**src/rtl/batch_norm_pipe.sv**
```systemverilog
// batch_norm_pipe: two-stage, multi-channel batch normalisation u_out = sat(u + addend[ch] + z*factor[ch]).
// Optional feature macro BN_SAT_COUNT_EN adds sat_clr/sat_count (count of clamped deliveries).
module batch_norm_pipe #(
   parameter int unsigned WIDTH        = 6,
   parameter int unsigned ADDEND_WIDTH = WIDTH - 2,
   parameter int unsigned CHANNELS     = 4,
   parameter int unsigned CH_BITS      = (CHANNELS > 1) ? $clog2(CHANNELS) : 1
) (
   input  logic                           clk,
   input  logic                           rst_n,
   input  logic                           cfg_we,
   input  logic [CH_BITS-1:0]             cfg_ch,
   input  logic [3:0]                     cfg_factor,
   input  logic signed [ADDEND_WIDTH-1:0] cfg_addend,
   input  logic                           in_valid,
   output logic                           in_ready,
   input  logic [CH_BITS-1:0]             in_ch,
   input  logic signed [WIDTH-1:0]        u,
   input  logic signed [WIDTH-1:0]        z,
   output logic                           out_valid,
   input  logic                           out_ready,
   output logic [CH_BITS-1:0]             out_ch,
   output logic signed [WIDTH-1:0]        u_out,
   output logic                           out_sat
`ifdef BN_SAT_COUNT_EN
   ,
   input  logic                           sat_clr,
   output logic [7:0]                     sat_count
`endif
);

   // Four guard bits cover the worst case x12 term plus u and addend.
   localparam int unsigned SW = WIDTH + 4;
   localparam logic [3:0] FACTOR_X1 = 4'b0100;
   localparam logic signed [SW-1:0] SAT_MAX = SW'(2 ** (WIDTH - 1) - 1);
   localparam logic signed [SW-1:0] SAT_MIN = SW'(-(2 ** (WIDTH - 1)));

   logic [3:0]                     r_factor [CHANNELS];
   logic signed [ADDEND_WIDTH-1:0] r_addend [CHANNELS];

   logic                           r_s1_valid;
   logic [CH_BITS-1:0]             r_s1_ch;
   logic signed [SW-1:0]           r_s1_base;
   logic signed [SW-1:0]           r_s1_ta;
   logic signed [SW-1:0]           r_s1_tb;

   logic                           r_out_valid;
   logic [CH_BITS-1:0]             r_out_ch;
   logic signed [WIDTH-1:0]        r_u_out;
   logic                           r_out_sat;

   logic                           w_s2_adv;
   logic                           w_s1_adv;
   logic [3:0]                     w_factor;
   logic signed [ADDEND_WIDTH-1:0] w_addend;
   logic signed [SW-1:0]           w_zx;
   logic signed [SW-1:0]           w_term_a;
   logic signed [SW-1:0]           w_term_b;
   logic signed [SW-1:0]           w_base;
   logic signed [SW-1:0]           w_sum;
   logic signed [WIDTH-1:0]        w_sat_val;
   logic                           w_sat_flag;

   assign w_s2_adv = !r_out_valid || out_ready;
   assign w_s1_adv = !r_s1_valid || w_s2_adv;
   assign in_ready = w_s1_adv;

   // Config register file; out-of-range channel writes match no entry and are dropped.
   always_ff @(posedge clk or negedge rst_n) begin
      if (!rst_n) begin
         for (int unsigned c = 0; c < CHANNELS; c++) begin
            r_factor[c] <= FACTOR_X1;
            r_addend[c] <= '0;
         end
      end else if (cfg_we) begin
         for (int unsigned c = 0; c < CHANNELS; c++) begin
            if (cfg_ch == CH_BITS'(c)) begin
               r_factor[c] <= cfg_factor;
               r_addend[c] <= cfg_addend;
            end
         end
      end
   end

   // Per-beat config lookup; unknown channels fall back to x1 / +0.
   always_comb begin
      w_factor = FACTOR_X1;
      w_addend = '0;
      for (int unsigned c = 0; c < CHANNELS; c++) begin
         if (in_ch == CH_BITS'(c)) begin
            w_factor = r_factor[c];
            w_addend = r_addend[c];
         end
      end
   end

   assign w_zx   = SW'(z);
   assign w_base = SW'(u) + SW'(w_addend);

   always_comb begin
      w_term_a = '0;
      w_term_b = '0;
      case (w_factor[1:0])
         2'b01:   w_term_a = w_zx >>> 1;
         2'b10:   w_term_a = w_zx <<< 1;
         2'b11:   w_term_a = w_zx <<< 3;
         default: w_term_a = '0;
      endcase
      case (w_factor[3:2])
         2'b01:   w_term_b = w_zx;
         2'b10:   w_term_b = w_zx >>> 2;
         2'b11:   w_term_b = w_zx <<< 2;
         default: w_term_b = '0;
      endcase
   end

   // Stage 1: channel, u+addend and both shifted z terms.
   always_ff @(posedge clk or negedge rst_n) begin
      if (!rst_n) begin
         r_s1_valid <= 1'b0;
         r_s1_ch    <= '0;
         r_s1_base  <= '0;
         r_s1_ta    <= '0;
         r_s1_tb    <= '0;
      end else if (w_s1_adv) begin
         r_s1_valid <= in_valid;
         if (in_valid) begin
            r_s1_ch   <= in_ch;
            r_s1_base <= w_base;
            r_s1_ta   <= w_term_a;
            r_s1_tb   <= w_term_b;
         end
      end
   end

   assign w_sum = r_s1_base + r_s1_ta + r_s1_tb;

   always_comb begin
      w_sat_val  = w_sum[WIDTH-1:0];
      w_sat_flag = 1'b0;
      if (w_sum > SAT_MAX) begin
         w_sat_val  = {1'b0, {(WIDTH - 1){1'b1}}};
         w_sat_flag = 1'b1;
      end else if (w_sum < SAT_MIN) begin
         w_sat_val  = {1'b1, {(WIDTH - 1){1'b0}}};
         w_sat_flag = 1'b1;
      end
   end

   // Stage 2: saturated result, held while downstream stalls.
   always_ff @(posedge clk or negedge rst_n) begin
      if (!rst_n) begin
         r_out_valid <= 1'b0;
         r_out_ch    <= '0;
         r_u_out     <= '0;
         r_out_sat   <= 1'b0;
      end else if (w_s2_adv) begin
         r_out_valid <= r_s1_valid;
         if (r_s1_valid) begin
            r_out_ch  <= r_s1_ch;
            r_u_out   <= w_sat_val;
            r_out_sat <= w_sat_flag;
         end
      end
   end

   assign out_valid = r_out_valid;
   assign out_ch    = r_out_ch;
   assign u_out     = r_u_out;
   assign out_sat   = r_out_sat;

`ifdef BN_SAT_COUNT_EN
   logic [7:0] r_sat_count;

   // Saturating count of clamped deliveries; clear has priority.
   always_ff @(posedge clk or negedge rst_n) begin
      if (!rst_n) begin
         r_sat_count <= '0;
      end else if (sat_clr) begin
         r_sat_count <= '0;
      end else if (r_out_valid && out_ready && r_out_sat && (r_sat_count != 8'hFF)) begin
         r_sat_count <= r_sat_count + 8'd1;
      end
   end

   assign sat_count = r_sat_count;
`endif

endmodule

```
**config.mk**
```make
export PLATFORM = sky130hd
export DESIGN_NAME = batch_norm_pipe
export DESIGN_NICKNAME = d
export VERILOG_FILES = /design/src/rtl/batch_norm_pipe.sv
export SDC_FILE = /design/constraint.sdc
export NUM_CORES = 1
export LEC_CHECK = 0
export ABC_AREA = 1
export CAP_MARGIN = 20
export CORE_MARGIN = 2
export CORE_UTILIZATION = 57
export CTS_CLUSTER_SIZE = 10
export DETAILED_ROUTE_END_ITERATION = 16
export PLACE_DENSITY = 0.78
export SYNTH_ARGS = -nofsm -noshare
export SYNTH_HDL_FRONTEND = slang
export SYNTH_SLANG_ARGS = --single-unit
```
**constraint.sdc**
```tcl
create_clock -name clk -period 3.2 [get_ports clk]
set_input_delay 0.64 -clock clk [delete_from_list [all_inputs] [get_ports clk]]
set_output_delay 0.64 -clock clk [all_outputs]
set_load 0.005 [all_outputs]
```
Word-level counts from Yosys, hierarchy flattened

Cells that the tools add are included.

Bits in registers: 75
Latch bits: 0
Bits in writable memories: 0
ROM bits: 0
Input port bits: 29
Output and inout port bits: 11
Logic and storage cells: 60
Memories kept: 0

Add/subtract/negate cells: 3
Multiply operators: 0
Div/mod/pow operators: 0
Order comparisons: 2
Equal/unequal tests: 12
Shift operators: 0
Multiplexer cells: 14
Bitwise gates (word level): 0
Reduce and logical (&&, ||, !) cells: 12

Operator list:

| kind                                                                              | count |
|---|---|
| 10-bit case mux with 3 select lines                                               | 2 |
| 4-bit 2-to-1 mux                                                                  | 8 |
| 10-bit adder                                                                      | 2 |
| 2-bit equality test (second input constant)                                       | 8 |
| 6-bit 2-to-1 mux                                                                  | 2 |
| 2-bit AND reduction                                                               | 6 |
| 10-bit by 6-bit greater-than comparator with 1-bit output (second input constant) | 1 |
| 10-bit by 6-bit less-than comparator with 1-bit output (second input constant)    | 1 |
| 2-bit by 1-bit equality test with 1-bit output (second input constant)            | 4 |
| 6-bit by 4-bit adder with 7-bit output                                            | 1 |
| 2-bit zero test                                                                   | 2 |
| 1-bit zero test                                                                   | 2 |
| 1-bit logical OR                                                                  | 2 |
| 1-bit 2-to-1 mux                                                                  | 2 |

Longest topological paths before layout

Word-level depth: 7
Mapped depth: 17
Depth with buffers taken out: 17

Worst setup path before layout

OpenSTA, ideal clock, no wires.

Path kind: reg-to-reg
Start: reg r_s1_base[1]
End: reg r_out_sat, in the netlist out_sat
Setup time: 118 ps
Arrival: 2329 ps
Path slack: 753 ps
Stages on the path, launching flop included: 18
Path buffers: 0
Clock period less this slack: 2447 ps
Cell sequence: dfrtp_1 inv_1 fa_1 inv_1 ha_1 fa_1 nand2_1 nand2_1 nand3_1 nand2_1 nand2_1 nand2_1 nor2_1 nand2_1 nand2_1 nand2_1 nor2_1 nor2_1

Word-level cells in the longest chain between the ends: 5
Elaborated cells between the ends (all ways): 6
Those cells by class: add/sub: 2; order compare: 2; mux: 2

Ends and longest elaborated chain:

| what                                                   | RTL line | text |
|---|---|---|
| start: declaration                                     | 43       | `logic signed [SW-1:0] r_s1_base;` |
| start signal: assignment                               | 129      | `r_s1_base <= w_base;` |
| 10-bit adder (*) (2 in series)                         | 136      | `assign w_sum = r_s1_base + r_s1_ta + r_s1_tb;` |
| 10-bit by 6-bit less-than comparator with 1-bit output | 144      | `end else if (w_sum < SAT_MIN) begin` |
| 1-bit 2-to-1 mux                                       | 144      |  |
| 1-bit 2-to-1 mux (*)                                   | 141      | `if (w_sum > SAT_MAX) begin` |
| end signal: assignment                                 | 162      | `r_out_sat <= w_sat_flag;` |
| end: declaration                                       | 50       | `logic r_out_sat;` |

Mark *: on every way between the ends. The rest lies on a longest branch, timed or not.
A chain may end at the register's enable or synchronous reset.

Worst setup path in the final report

Start: in in_ch[0]
End: reg r_s1_base[8]

Word-level cells in the longest chain between the ends: 6
Elaborated cells between the ends (all ways): 9
Those cells by class: add/sub: 1; eq/ne: 3; mux: 4; reduce/logical: 1

Ends and longest elaborated chain:

| what                                       | RTL line | text |
|---|---|---|
| start: declaration                         | 17       | `input logic [CH_BITS-1:0] in_ch,` |
| 2-bit zero test                            | 90       | `if (in_ch == CH_BITS'(c)) begin` |
| 4-bit 2-to-1 mux (3 in series)             | 90       |  |
| 4-bit 2-to-1 mux (*)                       | 90       |  |
| 6-bit by 4-bit adder with 7-bit output (*) | 98       | `assign w_base = SW'(u) + SW'(w_addend);` |

Marks and branches as above.

==> impl_metrics.json <==
{
  "drive_above_1_share": 0.0722,
  "synth_top_cell_by_area": "dfrtp_1",
  "portBuffers": 39,
  "setup_ws_ns": 0.319,
  "worstMarginPinSlew_ns": 0.815,
  "dieWidth_um": 86.3,
  "ctsHoldBuffers": 0,
  "maxSlewHeadroom": 0.457,
  "fmax_mhz": 347,
  "syn_nets": 534,
  "io_pins": 40,
  "synth.ff_latch_count": 69,
  "overflow": 0,
  "critical_path.max_stage_delay_ns": 0.50,
  "grt_pass1_vias": 3263,
  "leakagePower_uw": 0.00229,
  "ys.flop_type": "dfrtp_1",
  "tns_ns": 0,
  "num_rows": 29,
  "synth_commonest_cells": "nand2_1 (170), dfrtp_1 (65), o21ai_0 (50), inv_1 (45), nand3_1 (37)",
  "postSynthAreaPerCell_sq_um": 8.05,
  "clock_tree.root_cell": "clkbuf_8",
  "grt_max_degree": 36,
  "worstPathMaxFanout": 5,
  "grt_pass1_wl_mm": 15.0,
  "synthTopCellsByArea": "dfrtp_1 (42%), nand2_1 (17%), o21ai_0 (6.5%), fa_1 (5.7%), nand3_1 (4.8%)",
  "setup_viol": 0,
  "crit_required_ns": 3.47,
  "ir_drop_mv": 0.348,
  "diodes": 0,
  "finalPower_uw": 3420,
  "wire_per_inst_um": 14.5,
  "rsz0062_at_grt": "no",
  "dieArea_sq_um": 7450,
  "min_path_type": "primary input to asynchronous set/reset pin",
  "cts_tree": "built",
  "pre_cts_slack_ns": 0.0310,
  "crit_chain": "clkdlybuf4s50_1, nor2_1, inv_1, o22ai_1, o21ai_0, ha_1, fa_1, a21o_1, a21oi_1, or2_2, a22oi_1, o21ai_0",
  "drtAntennaViolNets": 0,
  "fin_crit_ns": 2.88,
  "post_cts_resized": 0,
  "cts.clk_slew.worst_paths_ns": 0.07,
  "clk_latency_ns": 0.34,
  "status": "finished, final reports clean",
  "clock_path_buffers": 2,
  "synth.most_common_cell": "nand2_1",
  "cts_buffers": 9,
  "drv_cap": 0,
  "cts_max_level": 3,
  "crit_path_end_kind": "flop",
  "viasPerCell": 5.56,
  "drcViolationCount": 0,
  "vias": 3350,
  "coreArea_sq_um": 6460,
  "syn_to_final_growth_pct": 17.2,
  "crit_slowest_cell": "clkdlybuf4s50_1",
  "wl_mm": 8.75,
  "grt_use_total": 0.261,
  "worst_path_most_repeated_cell": "o21ai_0",
  "drt-pass1-iter-count": 5,
  "hold_viol_final": 0,
  "finClkSkew_ns": 0.00789,
  "critPathKind": "primary input to flop",
  "synth_edf_count": 0,
  "gp_congestion": 0.893,
  "initial_utilization": 0.598,
  "start_kind": "primary input",
  "slew_viol_final": 0,
  "yosysWarnings": 0,
  "post-dp-hpwl_mm": 6.71,
  "seq_area_frac_synth": 0.448,
  "postCtsSetupBuffers": 0,
  "die-height_um": 86.3,
  "finalCritPeriodShare": 0.900,
  "grt_antenna_before_repair": 0,
  "synth_top_area_share": 0.421,
  "synth_cells": 480,
  "worstPathArrival_ns": 3.15,
  "synth.distinct_cells": 38,
  "fin_nets": 577,
  "critical_path.top_delay_family": "compound AO/OA/AOI/OAI gates",
  "synth_area_sq_um": 3860,
  "p_per_area_nw_per_um2": 755,
  "async_reset_ff_frac": 1.00,
  "drt_iter0_markers": 223,
  "path_buf_inv": 2,
  "numClockSinks": 69
}
registers in the layout (all words and copies together), names as in the netlist, 2 cells and up:
| signal | flops |
|---|---|
| u_out | 6 |
| r_s1_ta | 9 |
| r_s1_base | 7 |
| out_ch | 2 |
| r_s1_tb | 8 |
| r_addend | 16 |
| r_s1_ch | 2 |
| r_factor | 16 |
final cells by class:
class / instances / area (sq um)
Timing Repair Buffer: 42 / 420
Tap cell: 77 / 96.3
Sequential cell: 69 / 1730
Clock buffer: 10 / 138
Clock inverter: 4 / 50.0
Inverter: 50 / 190
Fill cell: 524 / 1930
Multi-Input combinational cell: 351 / 1900
metrics by stage:
stage                util  instances  hold WS (ns)  cell area (sq um)
finish              0.701        603         0.386               4530
global route        0.701        603         0.452               4530
CTS                 0.701        603         0.405               4530
detailed placement  0.672        589         0.467               4340
global placement    0.672        589         0.462               4340
floorplan               -        480         0.344               3860
where the power goes:
group / total [uW] / switching [uW] / internal (uW)
logic: 1500 / 868 / 632
registers: 1230 / 148 / 1080
clock network: 693 / 322 / 371
placed cells by master (no fill, tap or decap), types with 2 or more instances in the layout:
cell type / count
nor2_1: 22
clkinvlp_4: 2
nor2_2: 3
inv_2: 3
a221oi_1: 2
nand2_2: 2
clkbuf_8: 10
dfrtp_1: 65
o22ai_1: 3
o21ai_0: 50
o211ai_1: 6
a21oi_1: 9
fa_1: 11
inv_1: 45
nand2_1: 170
dfstp_2: 4
nand3_1: 37
xor2_1: 3
clkdlybuf4s50_1: 38
o21ai_1: 2
xnor2_1: 2
buf_4: 2
ha_1: 14
final timing paths:
path	slack, ns	from	endpoint	cells after the start
setup / recovery	0.32	in_ch[0]	r_s1_base[8]	12
min in group clk	0.48	out_ch[0]	out_ch[0]	2
max in group asynchronous	2.08	rst_n	r_factor[6]	2
setup reg to reg	0.46	r_s1_base[1]	u_out[0]	14
hold / removal	0.39	rst_n	u_out[0]	1
hold reg to reg	0.48	out_ch[0]	out_ch[0]	2
per-layer routing:
| layer | share of wire | vias up | wire [um] | GRT usage |
|---|---|---|---|---|
| met1 | 0.42 | 1602 | 3650 | 0.313 |
| met2 | 0.52 | 94 | 4580 | 0.469 |
| met3 | 0.042 | 16 | 371 | 0.0505 |
| met5 | 0 | - | 0 | 0 |
| met4 | 0.018 | 0 | 154 | 0.0895 |
| li1 | - | 1638 | - | - |
cell families after synthesis:
| kind of cell | synth area share |
|---|---|
| buffers and inverters | 0.0593 |
| AOI/OAI and AO/OA | 0.112 |
| xor gates and xnor gates | 0.0113 |
| adders and majority gates | 0.102 |
| DFF | 0.448 |
| and+or+nand+nor | 0.267 |
No activity file was read; power rests on OpenSTA's default activity.
